`config.mk`:
```
export PLATFORM = sky130hd
export DESIGN_NAME = key_process
export DESIGN_NICKNAME = d
export VERILOG_FILES = /design/src/rtl/key_process_pkg.sv /design/src/rtl/key_sync.sv /design/src/rtl/key_process.sv
export SDC_FILE = /design/constraint.sdc
export NUM_CORES = 1
export LEC_CHECK = 0
export CORE_AREA = 5 5 42 44
export CTS_CLUSTER_SIZE = 25
export DETAILED_ROUTE_END_ITERATION = 8
export DIE_AREA = 0 0 47 49
export HOLD_SLACK_MARGIN = 0.15
export PLACE_DENSITY_LB_ADDON = 0.2
export SYNTH_ARGS = -nofsm -noshare
export SYNTH_HDL_FRONTEND = slang
export SYNTH_SLANG_ARGS = --single-unit
```
`constraint.sdc`:
```
create_clock -name clk -period 1.7 [get_ports clk]
set_clock_uncertainty 0.05 [all_clocks]
set_input_delay 0.255 -clock clk [delete_from_list [all_inputs] [get_ports clk]]
set_output_delay 0.255 -clock clk [all_outputs]
set_load 0.05 [all_outputs]
```
`src/rtl/key_process_pkg.sv`:
```
// Shared constants and helpers for the key_process debouncer.
package key_process_pkg;

  localparam int SYNC_DEPTH = 2;

  // Width needed to hold values 0..max_val, never narrower than one bit.
  function automatic int cnt_width(input int max_val);
    return (max_val < 1) ? 1 : $clog2(max_val + 1);
  endfunction

endpackage

```
`src/rtl/key_sync.sv`:
```
// N-flop level synchronizer for one asynchronous input bit, with a
// configurable reset level.
module key_sync #(
  parameter int   N       = 2,
  parameter logic RST_VAL = 1'b0
) (
  input  logic clk_i,
  input  logic rst_ni,
  input  logic d_i,
  output logic q_o
);

  logic [N-1:0] sync_q;

  always_ff @(posedge clk_i) begin
    if (!rst_ni) begin
      sync_q <= {N{RST_VAL}};
    end else begin
      sync_q <= {sync_q[N-2:0], d_i};
    end
  end

  assign q_o = sync_q[N-1];

endmodule

```
`src/rtl/key_process.sv`:
```
// Push-button debouncer: synchronizer, stable-level counter and press/release
// pulse generator. Define KEY_PROCESS_REPEAT_EN to add auto-repeat on key_en.
module key_process
  import key_process_pkg::*;
#(
  parameter int   DEBOUNCE_CYCLES = 100,
  parameter logic KEY_ACTIVE      = 1'b1
`ifdef KEY_PROCESS_REPEAT_EN
  ,
  parameter int   REPEAT_DELAY    = 500,
  parameter int   REPEAT_PERIOD   = 100
`endif
) (
  input  logic clk,
  input  logic rst_n,
  input  logic key,
  output logic key_en,
  output logic key_rel,
  output logic key_state
);

  localparam int             CW       = cnt_width(DEBOUNCE_CYCLES);
  localparam logic [CW-1:0]  CNT_LAST = CW'(DEBOUNCE_CYCLES - 1);

  logic          sync_out;
  logic          key_s;
  logic [CW-1:0] cnt_q, cnt_d;
  logic          state_q, state_d;
  logic          en_q, en_d;
  logic          rel_q, rel_d;
  logic          press;
  logic          rep_fire;

  key_sync #(
    .N       (SYNC_DEPTH),
    .RST_VAL (~KEY_ACTIVE)
  ) u_key_sync (
    .clk_i  (clk),
    .rst_ni (rst_n),
    .d_i    (key),
    .q_o    (sync_out)
  );

  // Normalized: 1 means pressed regardless of pin polarity.
  assign key_s = (sync_out == KEY_ACTIVE);

  always_comb begin
    cnt_d   = cnt_q;
    state_d = state_q;
    press   = 1'b0;
    rel_d   = 1'b0;
    if (key_s == state_q) begin
      cnt_d = '0;
    end else if (cnt_q == CNT_LAST) begin
      state_d = key_s;
      cnt_d   = '0;
      press   = key_s;
      rel_d   = ~key_s;
    end else begin
      cnt_d = cnt_q + CW'(1);
    end
  end

`ifdef KEY_PROCESS_REPEAT_EN
  localparam int             RW       = cnt_width(REPEAT_DELAY);
  localparam logic [RW-1:0]  REP_LAST = RW'(REPEAT_DELAY - 1);
  localparam logic [RW-1:0]  REP_WRAP = RW'(REPEAT_DELAY - REPEAT_PERIOD);

  logic [RW-1:0] rep_q, rep_d;

  // Runs only while the key stays pressed across this edge, so a repeat can
  // never coincide with the press or release pulse.
  always_comb begin
    rep_d    = '0;
    rep_fire = 1'b0;
    if (state_q && state_d) begin
      if (rep_q == REP_LAST) begin
        rep_fire = 1'b1;
        rep_d    = REP_WRAP;
      end else begin
        rep_d = rep_q + RW'(1);
      end
    end
  end

  always_ff @(posedge clk) begin
    if (!rst_n) begin
      rep_q <= '0;
    end else begin
      rep_q <= rep_d;
    end
  end
`else
  assign rep_fire = 1'b0;
`endif

  assign en_d = press | rep_fire;

  always_ff @(posedge clk) begin
    if (!rst_n) begin
      cnt_q   <= '0;
      state_q <= 1'b0;
      en_q    <= 1'b0;
      rel_q   <= 1'b0;
    end else begin
      cnt_q   <= cnt_d;
      state_q <= state_d;
      en_q    <= en_d;
      rel_q   <= rel_d;
    end
  end

  assign key_en    = en_q;
  assign key_rel   = rel_q;
  assign key_state = state_q;

endmodule

```
* Word-level counts from Yosys, hierarchy flattened
Index checks and enable logic that the tools add are counted.
** Storage, ports and cells
- Bits in registers :: 12
** Operators by class
- Bitwise gates (word level) :: 4
- $add $sub $neg :: 1
- Reductions and logical operators :: 3
- Equal/unequal tests :: 2
** Operators with widths (count)
- adder 7 x 1 -> 7 bit (second input constant) :: 1
- == test 7 bit (second input constant) :: 1
- OR reduction 3 bit :: 2
- NOT 1 bit :: 4
- AND reduction 2 bit :: 1
- == test 1 bit :: 1

* Logic depth before layout (Yosys ltp)
- Depth in word-level cells :: 3
- Depth in mapped cells :: 4

* Modules after synthesis
A second synthesis with hierarchy kept.
** Unflattened totals
- Cells, all modules :: 46
- Area total of the unflattened synthesis :: 452.9 sq um
** By module, submodules not included
- key_process :: area each 400.4 sq um, times used 1, seq. area each 200.2 sq um, cells each 42
- key_sync :: area each 52.6 sq um, times used 1, seq. area each 40.0 sq um, cells each 4

* Worst setup path after synthesis
Ideal clock, no wire load.
- Path type :: flip-flop to flip-flop
- Start point :: reg cnt_q[0]
- End point :: reg state_q, in the netlist key_state
- Arrival time :: 1.408 ns
- Cell stages (with the launch flop) :: 5
- Buffers on the path :: 0
- Slack :: 0.172 ns
- Setup time :: 0.070 ns
- Cell sequence :: dfxtp_1 > ha_1 > or4b_4 > or3_1 > a21boi_1
** Between the ends
- Longest elaborated chain between the ends :: 2
** Ends and longest elaborated chain
- start: declaration :: line key_process.sv:27 : logic [CW-1:0] cnt_q, cnt_d;
- start signal: assignment :: line key_process.sv:106 : cnt_q <= cnt_d;
- == test 7 bit :: line key_process.sv:54 : end else if (cnt_q == CNT_LAST) begin
- AND reduction 2 bit (no line)
- end signal: assignment :: line key_process.sv:107 : state_q <= state_d;
- end: declaration :: line key_process.sv:28 : logic state_q, state_d;
No other way between the ends.
A chain may end at the register's enable or synchronous reset.

* Worst setup path in the final report
- Start point :: reg cnt_q[0]
- End point :: reg cnt_q[2]
** Between the ends
- Longest elaborated chain between the ends :: 2
- Elaborated cells on any way between the ends :: 3
** Ends and longest elaborated chain
- parallel branches: the longest is 2 deep, another holds adder 7 x 1 -> 7 bit
Several ways; the timed one is not identified.

==> flow_metrics.tcl <==
set metrics [dict create \
    arrival_ns 1.70 \
    syn-mean-instance-area_um2 9.95 \
    setup_ws_ns 0.110 \
    first_pass_iters 3 \
    cp_slowest_cell "or4b_4" \
    antenna_cells 0 \
    detailed_place_hpwl_um 514 \
    yosysWarnings 0 \
    rrSetupSlack_ns 0.11 \
    hp-class "register to register" \
    clock-sinks 12 \
    path_clk_slew_ns 0.08 \
    grt_most_used_layer "met2" \
    track_usage 0.0729 \
    report.final.slew_viol_count 0 \
    viasPerCell 4.64 \
    die_w_um 47 \
    initial_core_util 0.320 \
    synth_cells 45 \
    maxSlewHeadroom 0.779 \
    hold_buffers 0 \
    grt_max_degree 8 \
    cts_max_path_buffers 2 \
    syn_nets 49 \
    routed_wl_um 711 \
    r2r-end "cnt_q[2]" \
    floorplan.core_area_um2 1400 \
    status "complete, no violations" \
    wl_per_cell_um 10.2 \
    required_ns 1.81 \
    max_slew.worst_pin.slew_ns 0.331 \
    areaGrowthSynthToFinish_pct 22.9 \
    cts_root_buf "clkbuf_4" \
    met3_usage 0.0221 \
    cts_buffers 3 \
    whs_endpoint "cnt_q[0]" \
    antenna_found_initial 0 \
    layout_common_cells "dfxtp_1, nor2_1" \
    hold_path.startpoint "cnt_q[0]" \
    crit_chain "ha_2, or4b_4, o211ai_2, nor2_1" \
    h-tree-depth 1 \
    grt_use_met2 0.0973 \
    vias 325 \
    gr-usage-met1 0.0804 \
    gp_congestion 0.702 \
    worstPathMaxFanout 7 \
    maxCapViolCount 0 \
    rows 14 \
    drtAntennaViolNets 0 \
    finalSetupViolations 0 \
    vdd_ir_drop_max_uv 520 \
    worst_setup_path_end_kind "register" \
    overflow 0 \
    rr_startpoint "cnt_q[0]" \
    fin_area_um2 551 \
    die_area_um2 2300 \
    drc_errors 0 \
    leakage_uw 0.000206 \
    numPortBuffers 5 \
    hold_violations 0 \
    drive_gt1_frac 0.204 \
    grt_pass1_wl_mm 1.12 \
    cts_setup_buffers 0 \
    placed_cell_area_um2 510 \
    whs_path_depth 1 \
    dp_slack_ns 0.0716 \
    r2r_cells 4 \
    criticalPathCategory "register to register" \
    max_stage_delay_ns 0.48 \
    drt_iter0_markers 1 \
    fin_crit_ns 1.59 \
    die_y_um 49 \
    finish.utilization 0.393 \
    final_common_cell "dfxtp_1" \
    startpoint_type "register" \
    grt_pass1_vias 275 \
    ys_seq_area_frac 0.536 \
    fin_setup_tns_ns 0 \
    power.density_nw_per_um2 953 \
    min_period_over_period 0.935 \
    fill_cells 145 \
    cts_tree "built" \
    fmax_ghz 0.629 \
    clock_latency_ns 0.27 \
    rsz0062_at_grt "false" \
    nNetsFinal 59 \
    synth_area_um2 448 \
    yosysUniqueCellTypes 17 \
    synth-seq-cells 12 \
    num_io_pins 6 \
]
[flip-flops by register name, summed over array words and instances, names as in the netlist]
name / flops
key_state: 1
cnt_q: 7
u_key_sync.sync_q: 2
key_en: 1
key_rel: 1
[critical path, delay by kind of cell (launching register included)]
kind                     cells  cell delay (ns)
AO/OA/AOI/OAI                1             0.31
adder cells (fa/ha/maj)      1             0.19
AND/OR/NAND/NOR              2             0.57
flip-flops                   1             0.35
[metal layers]
layer	part of all wire	wire [um]	up-vias
met5	0	0	-
met4	0.048	34	0
li1	-	-	174
met3	0.066	47	4
met2	0.42	302	7
met1	0.46	326	140
[report_power, final]
part | switching (uW) | total (uW) | leakage, uW | internal (uW)
Combinational | 4.66 | 11.4 | 0.0000874 | 6.75
Sequential | 1.48 | 285 | 0.0000976 | 284
Clock | 97.8 | 228 | 0.0000210 | 130
[through the flow]
step / power (uW) / cells / hold slack (ns)
final: 525 / 70 / 0.372
after global routing: 548 / 70 / 0.395
after global placement: 303 / 66 / 0.363
after CTS: 530 / 70 / 0.392
after floorplan: 296 / 45 / 0.327
after detailed placement: 303 / 66 / 0.373
[layout make-up]
class,count,area [um^2],area share
sequential,12,241,0.439
multi-input combinational,31,203,0.368
timing repair buffer,5,42.5,0.0773
clock buffer,4,36.3,0.0659
tap,16,20.0,0.0364
inverter,2,7.51,0.0136
[how the worst max path moves through the flow]
| stage | start | endpoint | slack [ns] | depth (start not counted) |
|---|---|---|---|---|
| 4_1_cts | cnt_q[0] | cnt_q[2] | 0.06 | 4 |
| 5_1_grt | cnt_q[1] | cnt_q[4] | 0.0007 | 4 |
| 3_3_place_gp | cnt_q[0] | cnt_q[4] | 0.11 | 4 |
| 6_report | cnt_q[0] | cnt_q[2] | 0.11 | 4 |
| 2_1_floorplan | cnt_q[0] | key_state | 0.17 | 4 |
| 3_5_place_dp | cnt_q[0] | cnt_q[2] | 0.07 | 4 |
[cell usage after synthesis]
master | number | area (um^2)
or3_1 | 3 | 18.8
dfxtp_1 | 12 | 240
inv_1 | 2 | 7.51
a21boi_1 | 1 | 7.51
xnor2_1 | 1 | 8.76
ha_1 | 1 | 12.5
a21oi_1 | 2 | 10.0
nor2_1 | 6 | 22.5
nand2_1 | 3 | 11.3
xor2_1 | 3 | 26.3
and2_1 | 2 | 12.5
nand3_1 | 2 | 10.0
o21ai_0 | 3 | 15.0
and4_1 | 1 | 8.76
and4b_1 | 1 | 10.0
o211ai_2 | 1 | 12.5
or4b_4 | 1 | 13.8
[cell families (layout without fill, tap and decap cells)]
logic type	count (synthesis)	after routing	share of synthesized area
xor+xnor	4	4	0.0782
flops	12	12	0.536
buf+inv	2	11	0.0168
simple gates	19	19	0.240
fa+ha+maj	1	1	0.0279
compound gates	7	7	0.101
[what timing repair did]
| item | 4_1_cts | 5_1_grt |
|---|---|---|
| endpoints found under the setup margin | 0 | 6 |
| endpoints found under the hold margin | 0 | 0 |
| resized for setup | 0 | 2 |
No activity file was read; power rests on OpenSTA's default activity.
